<file path="src/rtl/tnew_pipe_pkg.sv">
// Purpose: constants and the shared tnew decrement helper for the E/M/W latency tracker and hazard controller.
// Latency: n/a (package only).
// Backpressure: n/a.
package tnew_pipe_pkg;

    localparam int TNEW_W = 4;
    localparam int REG_W  = 5;

    // Sticky code for results produced by the mult/div unit: the real
    // latency is unknown, so the hazard controller keeps stalling on it.
    localparam logic [TNEW_W-1:0] TNEW_MD  = 4'd5;
    localparam logic [REG_W-1:0]  REG_ZERO = 5'd0;

    // One stage of progress: the sticky code stays put, zero saturates,
    // everything else counts down by one.
    function automatic logic [TNEW_W-1:0] tnew_dec(
        input logic [TNEW_W-1:0] x,
        input logic [TNEW_W-1:0] md
    );
        if (x == md) begin
            return md;
        end else if (x == '0) begin
            return '0;
        end else begin
            return x - 4'd1;
        end
    endfunction

endpackage

</file>
<file path="src/rtl/tnew_stage.sv">
// Purpose: one pipeline register pair (tnew, writereg) with hold and optional decrement on capture.
// Latency: 1 cycle from tnew_nxt/writereg_nxt to outputs.
// Backpressure: hold=1 freezes the stage (no decrement); upstream is not told.
// Ports: clk, reset (async high), hold, dec_en, tnew_nxt/writereg_nxt in; tnew/writereg out (registered).
module tnew_stage
    import tnew_pipe_pkg::*;
#(
    parameter logic [TNEW_W-1:0] MD = TNEW_MD
) (
    input  logic              clk,
    input  logic              reset,
    input  logic              hold,
    input  logic              dec_en,
    input  logic [TNEW_W-1:0] tnew_nxt,
    input  logic [REG_W-1:0]  writereg_nxt,
    output logic [TNEW_W-1:0] tnew,
    output logic [REG_W-1:0]  writereg
);

    logic [TNEW_W-1:0] tnew_d, tnew_q;
    logic [REG_W-1:0]  writereg_d, writereg_q;

    always_comb begin
        tnew_d     = tnew_q;
        writereg_d = writereg_q;
        if (!hold) begin
            tnew_d     = dec_en ? tnew_dec(tnew_nxt, MD) : tnew_nxt;
            writereg_d = writereg_nxt;
        end
    end

    always_ff @(posedge clk or posedge reset) begin
        if (reset) begin
            tnew_q     <= '0;
            writereg_q <= REG_ZERO;
        end else begin
            tnew_q     <= tnew_d;
            writereg_q <= writereg_d;
        end
    end

    assign tnew     = tnew_q;
    assign writereg = writereg_q;

endmodule

</file>
<file path="src/rtl/tnew_pipe.sv">
// Purpose: tracks remaining result latency (tnew) and destination register through E, M, W for hazard detection.
// Latency: decode value on E after 1 cycle, M after 2, W after 3; outputs come straight from flops.
// Backpressure: stalle/stallm/stallw hold their stage; stalld injects a bubble into E and is counted.
// Ports: clk, reset (async high), tnew_D/writereg_D, stalld, stalle/stallm/stallw in;
//        tnew_E/M/W, writereg_E/M/W, bubble_cnt out.
module tnew_pipe
    import tnew_pipe_pkg::*;
#(
    parameter logic [TNEW_W-1:0] TNEW_MD = tnew_pipe_pkg::TNEW_MD,
    parameter int                CNT_W   = 32
) (
    input  logic              clk,
    input  logic              reset,
    input  logic [TNEW_W-1:0] tnew_D,
    input  logic [REG_W-1:0]  writereg_D,
    input  logic              stalld,
    input  logic              stalle,
    input  logic              stallm,
    input  logic              stallw,
    output logic [TNEW_W-1:0] tnew_E,
    output logic [TNEW_W-1:0] tnew_M,
    output logic [TNEW_W-1:0] tnew_W,
    output logic [REG_W-1:0]  writereg_E,
    output logic [REG_W-1:0]  writereg_M,
    output logic [REG_W-1:0]  writereg_W,
    output logic [CNT_W-1:0]  bubble_cnt
);

    logic [TNEW_W-1:0] tnew_e_d, tnew_e_q;
    logic [REG_W-1:0]  writereg_e_d, writereg_e_q;
    logic [CNT_W-1:0]  bubble_cnt_d, bubble_cnt_q;
    logic              bubble;

    // A bubble only enters E when E itself is free to load; a stalled E
    // (including the all-stall error freeze) swallows the decode stall.
    assign bubble = stalld && !stalle;

    always_comb begin
        tnew_e_d     = tnew_e_q;
        writereg_e_d = writereg_e_q;
        bubble_cnt_d = bubble_cnt_q;
        if (!stalle) begin
            if (stalld) begin
                tnew_e_d     = '0;
                writereg_e_d = REG_ZERO;
            end else begin
                tnew_e_d     = tnew_D;
                writereg_e_d = writereg_D;
            end
        end
        if (bubble && (bubble_cnt_q != '1)) begin
            bubble_cnt_d = bubble_cnt_q + CNT_W'(1);
        end
    end

    always_ff @(posedge clk or posedge reset) begin
        if (reset) begin
            tnew_e_q     <= '0;
            writereg_e_q <= REG_ZERO;
            bubble_cnt_q <= '0;
        end else begin
            tnew_e_q     <= tnew_e_d;
            writereg_e_q <= writereg_e_d;
            bubble_cnt_q <= bubble_cnt_d;
        end
    end

    // M and W copy upstream even when upstream is held; the hazard
    // controller tolerates the resulting duplicate entries.
    tnew_stage #(.MD(TNEW_MD)) u_stage_m (
        .clk          (clk),
        .reset        (reset),
        .hold         (stallm),
        .dec_en       (1'b1),
        .tnew_nxt     (tnew_e_q),
        .writereg_nxt (writereg_e_q),
        .tnew         (tnew_M),
        .writereg     (writereg_M)
    );

    tnew_stage #(.MD(TNEW_MD)) u_stage_w (
        .clk          (clk),
        .reset        (reset),
        .hold         (stallw),
        .dec_en       (1'b1),
        .tnew_nxt     (tnew_M),
        .writereg_nxt (writereg_M),
        .tnew         (tnew_W),
        .writereg     (writereg_W)
    );

    assign tnew_E     = tnew_e_q;
    assign writereg_E = writereg_e_q;
    assign bubble_cnt = bubble_cnt_q;

endmodule

</file>
<file path="config.mk">
export PLATFORM = sky130hd
export DESIGN_NAME = tnew_pipe
export DESIGN_NICKNAME = d
export VERILOG_FILES = /design/src/rtl/tnew_pipe_pkg.sv /design/src/rtl/tnew_stage.sv /design/src/rtl/tnew_pipe.sv
export SDC_FILE = /design/constraint.sdc
export NUM_CORES = 1
export LEC_CHECK = 0
export CAP_MARGIN = 20
export CORE_UTILIZATION = 50
export DETAILED_ROUTE_END_ITERATION = 12
export DONT_BUFFER_PORTS = 1
export MAX_ROUTING_LAYER = met4
export SLEW_MARGIN = 20
export SYNTH_ARGS = -nofsm -noshare
export SYNTH_HDL_FRONTEND = slang
export SYNTH_SLANG_ARGS = --single-unit
</file>
<file path="constraint.sdc">
create_clock -name clk -period 2.3 [get_ports clk]
set_input_delay 0.345 -clock clk [delete_from_list [all_inputs] [get_ports clk]]
set_output_delay 0.345 -clock clk [all_outputs]
set_load 0.005 [all_outputs]
</file>
==> results of run 1 <==
-- worst register-to-register path, delay by kind of cell, from the launching register on --
kind,cells,cell delay [ns]
AND/OR/NAND/NOR,4,1.13
flip-flops,1,0.44
adder cells (fa/ha/maj),1,0.27
XOR/XNOR,1,0.16
-- final timing paths --
| check | start | end | slack [ns] | cells after the start |
|---|---|---|---|---|
| worst max-delay path | bubble_cnt[0]$_DFFE_PP0P_ | bubble_cnt[30]$_DFFE_PP0P_ | 0.22 | 6 |
| max in group asynchronous | reset | bubble_cnt[30]$_DFFE_PP0P_ | 1.70 | 2 |
| min in group clk | stallm | u_stage_m.tnew[0]$_DFFE_PP0N_ | 0.11 | 1 |
| worst max register to register | bubble_cnt[0]$_DFFE_PP0P_ | bubble_cnt[30]$_DFFE_PP0P_ | 0.22 | 6 |
| worst min register to register | u_stage_w.tnew[2]$_DFFE_PP0N_ | u_stage_w.tnew[2]$_DFFE_PP0N_ | 0.51 | 1 |
| worst min-delay path | reset | u_stage_w.tnew[0]$_DFFE_PP0N_ | 0.09 | 2 |
-- area by class of cell --
type                       instances  area share [%]
inverter                          14           1.706
clock inverter                     6           2.112
sequential                        59           47.93
multi-input combinational        165           39.48
clock buffer                      10           4.468
tap                               70           2.843
timing repair buffer               6           1.462
-- routing by layer --
layer	up-vias	part of all wire, %	global-route usage, %
li1	884	-	-
met3	4	7.4	8.743
met1	919	45	26.76
met5	-	0	-
met2	55	46	31.17
met4	0	0.82	7.500
-- cell usage after synthesis (2+ instances only) --
library cell	number
dfrtp_1	59
nand2_1	22
xnor2_1	16
nor2_1	15
xor2_1	15
inv_1	14
nand4_1	12
mux2_2	11
nor3_1	11
o21ai_0	9
a22o_1	8
a21oi_1	5
ha_1	5
nand3_1	5
clkbuf_1	3
a21o_1	2
a311oi_1	2
and3_1	2
and4_1	2
mux2i_1	2
nand2b_1	2
nand3_2	2
nor4_2	2
o21bai_1	2
or3_4	2
-- through the flow --
| step | hold WS, ns | cell area (sq um) | worst slack, ns |
|---|---|---|---|
| final | 0.09033 | 3080 | 0.2222 |
| after global routing | 0.1086 | 3080 | 0.04769 |
| after CTS | 0.1011 | 3080 | 0.2218 |
| after detailed placement | 0.4654 | 2878 | 0.2447 |
| after global placement | 0.4583 | 2878 | 0.3001 |
| after floorplan | 0.4523 | 2761 | 0.4987 |
-- cell families after synthesis --
family / count (synthesis) / share of synthesized area [%]
DFF: 59 / 53.47
xor gates and xnor gates: 31 / 9.832
buffers and inverters: 18 / 2.492
adders and majority gates: 5 / 2.266
and+or+nand+nor: 83 / 17.31
muxes: 13 / 5.211
AOI/OAI and AO/OA: 33 / 9.425
-- registers in the layout, indices dropped and copies added (netlist names) --
signal and flops:
bubble_cnt 32, u_stage_m.writereg 5, u_stage_w.writereg 5, writereg_E 5, tnew_E 4, u_stage_m.tnew 4, u_stage_w.tnew 4
-- power by group --
| group | switching [mW] | internal, mW | total [mW] |
|---|---|---|---|
| clock network | 0.411 | 0.527 | 0.937 |
| registers | 0.177 | 1.16 | 1.33 |
| logic | 0.129 | 0.134 | 0.263 |
| total | 0.717 | 1.82 | 2.53 |
-- cell usage in the layout, fill, tap and decap left out, drive strengths merged --
cell type	netlist	routed
clkinv	0	1
o21bai	2	2
a311oi	2	2
mux2	11	11
nand4	13	13
bufinv	0	1
inv	14	14
o311ai	1	1
o21ai	9	9
o22a	1	1
nor3	11	11
buf	1	6
a21oi	5	5
xnor2	16	16
nor2	15	15
nand2	22	22
mux2i	2	2
a21o	2	2
clkbuf	3	10
a31oi	1	1
o211ai	1	1
and3	2	2
a22o	8	8
nand3	7	7
dfrtp	59	59
clkinvlp	0	4
or2	1	1
nand3b	1	1
nand2b	2	2
or3	2	2
nand4b	1	1
xor2	15	15
and4	2	2
ha	5	5
nor4	4	4
o41ai	1	1
==> impl_metrics.env, run 1 <==
export IMPL_max_slew_worst_pin_slew_ns=0.7326
export IMPL_hp_class="in2async"
export IMPL_clk_path_buf_depth=2
export IMPL_required_ns=2.54
export IMPL_place_congestion=0.7745
export IMPL_drc=0
export IMPL_crit_family="simple AND/OR/NAND/NOR gates"
export IMPL_p_leak_nw=1.382
export IMPL_die_area_sq_um=5824
export IMPL_yosys_warnings=0
export IMPL_clkTransAtPathRegs_ns=0.07
export IMPL_ys_types=37
export IMPL_synth_top_cell_by_area="dfrtp_1"
export IMPL_clock_latency_ns=0.33
export IMPL_regArea_sq_um=1476
export IMPL_dp_hpwl_um=3833
export IMPL_setup_tns_ns=0
export IMPL_cts_resized=0
export IMPL_synth_async_reset_ratio_pct=100.0
export IMPL_cts_root_buf="clkbuf_8"
export IMPL_cts_buffers=9
export IMPL_rsz0062_at_grt="no"
export IMPL_synthFlopType="dfrtp_1"
export IMPL_wl_per_cell_um=16.27
export IMPL_syn_to_final_growth_pct=11.55
export IMPL_period_needed_ns=2.078
export IMPL_fill_cells=439
export IMPL_critPathSlowestCell="nor3_1"
export IMPL_crit_buf_inv=0
export IMPL_status="completed"
export IMPL_cts_tree="yes"
export IMPL_hold_buffers=0
export IMPL_drt_first_pass_iters=5
export IMPL_setup_viol=0
export IMPL_utilization_pct=59.18
export IMPL_crit_arrival_ns=2.32
export IMPL_p_total_mw=2.533
export IMPL_die_h_um=76.32
export IMPL_ant_nets=0
export IMPL_cpMostUsedCell="nor3_1"
export IMPL_peakVddDrop_mv=0.5437
export IMPL_syn_nets=262
export IMPL_vias=1862
export IMPL_maxSlewViolCount=0
export IMPL_yosysTopAreaCellShare_pct=53.47
export IMPL_max_slew_margin_pct=51.16
export IMPL_die_width_um=76.32
export IMPL_instances_no_fill=330
export IMPL_cts_setup_buffers=0
export IMPL_grt_use_total_pct=21.35
export IMPL_worstPathCellList="ha_1 -> nand4_4 -> nor3_1 -> nand4_1 -> nor3_1 -> xnor2_1"
export IMPL_grt_pass1_vias=1860
export IMPL_initialDrtViolationCount=69
export IMPL_clock_sinks=59
export IMPL_final_hold_violation_count=0
export IMPL_p_per_area_nw_per_um2=822.1
export IMPL_coreArea_sq_um=5205
export IMPL_netlist_top_cells_area="dfrtp_1 (53%), xnor2_1 (5.1%), xor2_1 (4.8%)"
export IMPL_cts_htree_levels=3
export IMPL_path_max_fanout=7
export IMPL_drive_gt1_share_pct=17.69
export IMPL_fin_worst_skew_ns=0.007587
export IMPL_viasPerCell=5.642
export IMPL_multi_input_area_sq_um=1216
export IMPL_antenna_found_initial=0
export IMPL_cp_slowest_stage_delay_ns=0.45
export IMPL_place_inst=314
export IMPL_globalRoute_totalOverflow=0
export IMPL_antenna_cells=0
export IMPL_row_count=26
export IMPL_drv_cap=0
export IMPL_critPathKind="reg2reg"
export IMPL_worstSetupEndpointType="flop"
export IMPL_synth_seq_cells=59
export IMPL_grt_max_degree=60
export IMPL_boundaryPins=74
export IMPL_period_share_pct=90.34
export IMPL_start_util_pct=53.05
export IMPL_fmax_ghz=0.4813
export IMPL_synth_edf_count=0
export IMPL_wl_um=5369
export IMPL_ys_seq_area_share_pct=53.47
export IMPL_synth_area_per_cell_sq_um=11.41
export IMPL_nets=275
export IMPL_grt_pass1_wl_um=9204
export IMPL_io_buffers=0
export IMPL_syn_inst=242
export IMPL_syn_area_sq_um=2761
export IMPL_setup_worst_path_start_class="flop"
Power figures use the tool's default switching activity.
==> run 2, diff against run 1 <==
- CORE_MARGIN: not set -> 10
==> run 2 against run 1 <==
Compared with the run above:
- clock power rose by 14%
- core utilization rose by 0.40 points
- sequential cell count did not move
- count of clock-buffer cells in the layout rose by 2
- register-to-register slack got worse by 0.07 ns
- global-route usage fell by 6.6 points
- critical path depth did not move
- die area rose by 53%
- sequential share of layout area fell by 0.61 points
- combinational power barely moved
- wire length rose by 13%
- largest power group unchanged
==> impl_metrics.env, run 2 (synthesis gave the netlist of run 1 again) <==
export IMPL_cpMostUsedCell="nor3_1"
export IMPL_clk_path_buf_depth=2
export IMPL_die_h_um=94.32
export IMPL_ant_nets=0
export IMPL_cts_root_buf="clkbuf_8"
export IMPL_place_area_sq_um=2883
export IMPL_critPathKind="reg2reg"
export IMPL_path_max_fanout=7
export IMPL_fin_area_sq_um=3120
export IMPL_boundaryPins=74
export IMPL_grt_pass1_wl_um=9839
export IMPL_p_per_area_nw_per_um2=859.3
export IMPL_hp_class="in2reg"
export IMPL_syn_to_final_growth_pct=13.00
export IMPL_drive_gt1_share_pct=16.92
export IMPL_rsz0062_at_grt="no"
export IMPL_fill_cells=451
export IMPL_period_share_pct=93.33
export IMPL_wl_um=6088
export IMPL_clock_sinks=59
export IMPL_grt_use_total_pct=14.78
export IMPL_comb_power_share_pct=9.8
export IMPL_p_leak_nw=1.409
export IMPL_drt_first_pass_iters=4
export IMPL_drc=0
export IMPL_dp_hpwl_um=4440
export IMPL_clock_latency_ns=0.34
export IMPL_instances_no_fill=330
export IMPL_die_width_um=94.32
export IMPL_wl_per_cell_um=18.45
export IMPL_p_total_mw=2.681
export IMPL_max_slew_margin_pct=59.29
export IMPL_cp_slowest_stage_delay_ns=0.50
export IMPL_antenna_cells=0
export IMPL_p_sw_mw=0.7224
export IMPL_die_area_sq_um=8895
export IMPL_setup_tns_ns=0
export IMPL_place_congestion=0.8370
export IMPL_drv_cap=0
export IMPL_vias=1856
export IMPL_p_seq_share_pct=50.2
export IMPL_critPathSlowestCell="nor3_1"
export IMPL_max_slew_worst_pin_slew_ns=0.6098
export IMPL_row_count=26
export IMPL_mostFrequentLayoutCells="dfrtp_1 (59), nand2_1 (22), xnor2_1 (16)"
export IMPL_crit_arrival_ns=2.41
export IMPL_period_needed_ns=2.146
export IMPL_clock_power_share_pct=40.1
export IMPL_worstPathCellList="ha_1 -> nand4_4 -> nor3_1 -> o211ai_1 -> nor3_1 -> xnor2_1"
export IMPL_globalRoute_totalOverflow=0
export IMPL_p_int_mw=1.959
export IMPL_p_sw_share_pct=26.94
export IMPL_fmax_ghz=0.4659
export IMPL_io_buffers=0
export IMPL_setup_worst_path_start_class="flop"
export IMPL_nets=275
export IMPL_grt_max_degree=33
export IMPL_cts_htree_levels=3
export IMPL_fin_worst_skew_ns=0.008555
export IMPL_final_hold_violation_count=0
export IMPL_place_inst=313
export IMPL_cts_tree="yes"
export IMPL_viasPerCell=5.624
export IMPL_worstSetupEndpointType="flop"
export IMPL_coreArea_sq_um=5238
export IMPL_largest_reg_flops=32
export IMPL_final_common_cell="dfrtp_1"
export IMPL_status="completed"
export IMPL_peakVddDrop_mv=0.7126
export IMPL_grt_pass1_vias=1813
export IMPL_maxSlewViolCount=0
export IMPL_required_ns=2.57
export IMPL_utilization_pct=59.58
export IMPL_cts_buffers=9
export IMPL_setup_viol=0
export IMPL_initialDrtViolationCount=60
export IMPL_start_util_pct=52.72
export IMPL_antenna_found_initial=0
export IMPL_clkTransAtPathRegs_ns=0.07
## run 2: changes by cell type in the layout (fill, tap and decap cells not counted), sizes merged
cell	change
clkbuf	+2
dlygate4sd3	+1
buf	-1
bufinv	+1
clkinvlp	-3
## run 2: path summary, 6_finish.rpt
check / start / endpoint / slack [ns] / cells past startpoint
worst max-delay path: bubble_cnt[0]$_DFFE_PP0P_ / bubble_cnt[22]$_DFFE_PP0P_ / 0.15 / 6
worst min-delay path: stalld / tnew_E[2]$_DFFE_PP0N_ / 0.11 / 1
worst max register to register: bubble_cnt[0]$_DFFE_PP0P_ / bubble_cnt[22]$_DFFE_PP0P_ / 0.15 / 6
worst min register to register: u_stage_w.tnew[2]$_DFFE_PP0N_ / u_stage_w.tnew[2]$_DFFE_PP0N_ / 0.51 / 1
max in group asynchronous: reset / bubble_cnt[1]$_DFFE_PP0P_ / 1.17 / 3
min in group asynchronous: reset / u_stage_m.tnew[3]$_DFFE_PP0N_ / 0.54 / 2
## run 2: timing repair
item,4_1_cts,5_1_grt
endpoints found under the hold margin,27,0
setup buffers,0,0
hold buffers,1,0
gates resized for setup,0,0
## run 2: stage by stage
stage | setup slack (ns) | hold slack [ns]
final | 0.1535 | 0.1072
after global routing | 0.007883 | 0.1082
after CTS | 0.1523 | 0.09716
after detailed placement | 0.1403 | 0.3351
after global placement | 0.2912 | 0.3346
after floorplan | 0.4987 | 0.4523
## run 2: area by class of cell
type / instances / area, sq um / share of cell area (%)
tap: 70 / 87.58 / 2.807
clock inverter: 4 / 72.57 / 2.326
multi-input combinational: 165 / 1216 / 38.97
inverter: 14 / 52.55 / 1.684
timing repair buffer: 6 / 60.06 / 1.925
clock buffer: 12 / 155.1 / 4.972
sequential: 59 / 1476 / 47.31
## run 2: worst max-delay path, delay by kind of cell, from the launching register on
kind	cells	cell delay, ns
simple gates	3	0.95
compound gates	1	0.29
flops	1	0.44
xor+xnor	1	0.14
fa+ha+maj	1	0.26
## run 2: power by group through the flow
| stage | registers (mW) | clock network, mW | logic [mW] |
|---|---|---|---|
| global placement | 1.37 | 0 | 0.259 |
| CTS | 1.35 | 1.10 | 0.267 |
| global route | 1.38 | 1.14 | 0.303 |
| finish | 1.35 | 1.07 | 0.262 |
| detailed placement | 1.37 | 0 | 0.264 |
| floorplan | 1.31 | 0 | 0.232 |
## run 2: per-layer routing
layer	track usage (%)	wire length, um	vias to the layer above
met5	-	0	-
met4	7.975	93	0
met3	6.235	640	11
met2	18.31	2551	70
met1	19.53	2802	891
li1	-	-	884
==> patch, RTL diff (flow settings as in run 1) <==
Set the package constant `REG_W` to 7 (it was 5).
--- a/src/rtl/tnew_pipe_pkg.sv
+++ b/src/rtl/tnew_pipe_pkg.sv
@@ -5,5 +5,5 @@
 
     localparam int TNEW_W = 4;
-    localparam int REG_W  = 5;
+    localparam int REG_W  = 7;
 
     // Sticky code for results produced by the mult/div unit: the real
Ports: changed (resized writereg_D, writereg_E, writereg_M and writereg_W); port bits go from 74 to 82. No check against the original RTL was run, so the function may have changed too.
==> patch against run 1 <==
  * Sequential cell count up 6
  * Total power up 8.7%
  * Worst hold slack better by 31 ps
  * Worst setup slack worse by 61 ps
  * Routed wire length up 15%
  * Synthesized area up 8.0%
  * Core utilization up 0.25 points
  * Critical path type unchanged
  * Global-route usage up 1.2 points
  * Non-clock buffer count up 6
  * Critical endpoint is now bubble_cnt[27]$_DFFE_PP0P_
  * Final area up 8.9%
==> patch: results (changes against run 1) <==
Cells and area
  – Share of layout cells above drive strength 1: 0.1756 (-0.001296)
  – FILL cells: 489 (+11%)
  – Final nets: 297 (+8.0%)

Yosys
  – Syn Inst Count: 260 (+7.4%)
  – Register area share after synthesis: 0.5453 (+0.01064)
  – Synth Cell Area: 2983 µm² (+8.0%)
  – Most frequent cells after synthesis: 65 x dfrtp_1, 27 x xnor2_1, 18 x nand2_1
  – Synth top area cells: dfrtp_1 55%, xnor2_1 7.9%, mux2_2 6.0%
  – Synth cell types: 35 (-5.4%)
  – Synth Net Count: 282 (+7.6%)

Global routing
  – Met2 usage: 0.3431 (+0.03139)
  – Number of global-route vias before repair: 2072 (+11%)
  – Global-route wire length before repair: 10300 µm (+12%)
  – Largest net degree at the start of global routing: 66 (+10%)
  – GR met1 Demand/Resource: 0.2695 (+0.001903)

Drt
  – 1st-pass router iterations: 4 (-1)
  – Via count: 2038 (+9.5%)
  – Drt total wl: 6168 µm (+15%)
  – Detailed Route Iter0 Violations: 79 (+14%)
  – Vias per inst: 5.806 (+2.9%)

Power
  – Pleak: 1.520 nW (+10%)
  – Max VDD drop: 0.5124 mV (-5.8%)

Setup path
  – Slowest cell on the critical path: or4_1
  – Crit path arrival time: 2400 ps (+80 ps)
  – Worst Path Max Fanout: 7 (unchanged)
  – Top Family by Delay on Critical Path: simple AND/OR/NAND/NOR gates
  – Crit-path max cell delay: 600 ps (+150 ps)

Min path
  – Hold WC Path Type: input port to flip-flop

Placement
  – Hpwl dp: 4298 µm (+12%)
  – RePlAce Congestion: 0.7994 (+3.2%)
  – Cell total after placement: 335 (+6.7%)
  – Pre-CTS WS: 195.6 ps (-49.17 ps)

Timing
  – Clk_skew: 9.241 ps (+1.654 ps)
  – Slew @ Worst Pin: 723.2 ps (-9.386 ps)

Run status
  – Status: complete, no violations

Clock tree
  – H-tree lvl count: 3 (unchanged)
patch: what timing repair did:
item                      4_1_cts  5_1_grt
setup buffers                   0        0
hold endpoints to repair       65        0
hold buffers                    1        0
patch: final timing paths:
check / slack [ps] / start / endpoint / depth (start not counted)
max in group asynchronous: 1480 / reset / u_stage_m.tnew[1]$_DFFE_PP0N_ / 3
min in group asynchronous: 540 / reset / bubble_cnt[5]$_DFFE_PP0P_ / 3
setup reg to reg: 160 / bubble_cnt[8]$_DFFE_PP0P_ / bubble_cnt[27]$_DFFE_PP0P_ / 5
hold / removal: 120 / stallm / u_stage_m.tnew[0]$_DFFE_PP0N_ / 1
hold reg to reg: 510 / u_stage_w.tnew[3]$_DFFE_PP0N_ / u_stage_w.tnew[3]$_DFFE_PP0N_ / 2
setup / recovery: 160 / bubble_cnt[8]$_DFFE_PP0P_ / bubble_cnt[27]$_DFFE_PP0P_ / 5
patch: logic make-up after synthesis:
| group | share of synthesized area |
|---|---|
| flip-flops | 0.5453 |
| multiplexers | 0.07047 |
| AO/OA/AOI/OAI | 0.07550 |
| adder cells (fa/ha/maj) | 0.02097 |
| XOR/XNOR | 0.09102 |
| buffers and inverters | 0.02601 |
| AND/OR/NAND/NOR | 0.1707 |
patch: stage by stage:
stage               total power [mW]    util  area, µm²
finish                         2.753  0.5944       3353
global route                   2.902  0.5944       3353
CTS                            2.790  0.5944       3353
detailed placement             1.762  0.5558       3136
global placement               1.743  0.5558       3136
floorplan                      1.650       -       2983
patch: layout make-up:
| class | instances | area (µm²) | share of cell area |
|---|---|---|---|
| well taps | 72 | 90.09 | 0.02687 |
| clock inverters | 6 | 83.83 | 0.02500 |
| multi-input cells | 175 | 1279 | 0.3813 |
| inverters | 12 | 45.04 | 0.01343 |
| clock buffers | 9 | 123.9 | 0.03694 |
| repair buffers | 12 | 105.1 | 0.03134 |
| flip-flops and latches | 65 | 1627 | 0.4851 |
patch: power by group:
group	switching (mW)	internal, mW
registers	0.149	1.27
clock network	0.421	0.600
logic	0.148	0.164
patch: metal layers:
| metal | vias to the layer above | wire length (µm) |
|---|---|---|
| li1 | 958 | - |
| met1 | 1012 | 2669 |
| met2 | 57 | 3048 |
| met3 | 11 | 326 |
| met4 | 0 | 124 |
| met5 | - | 0 |
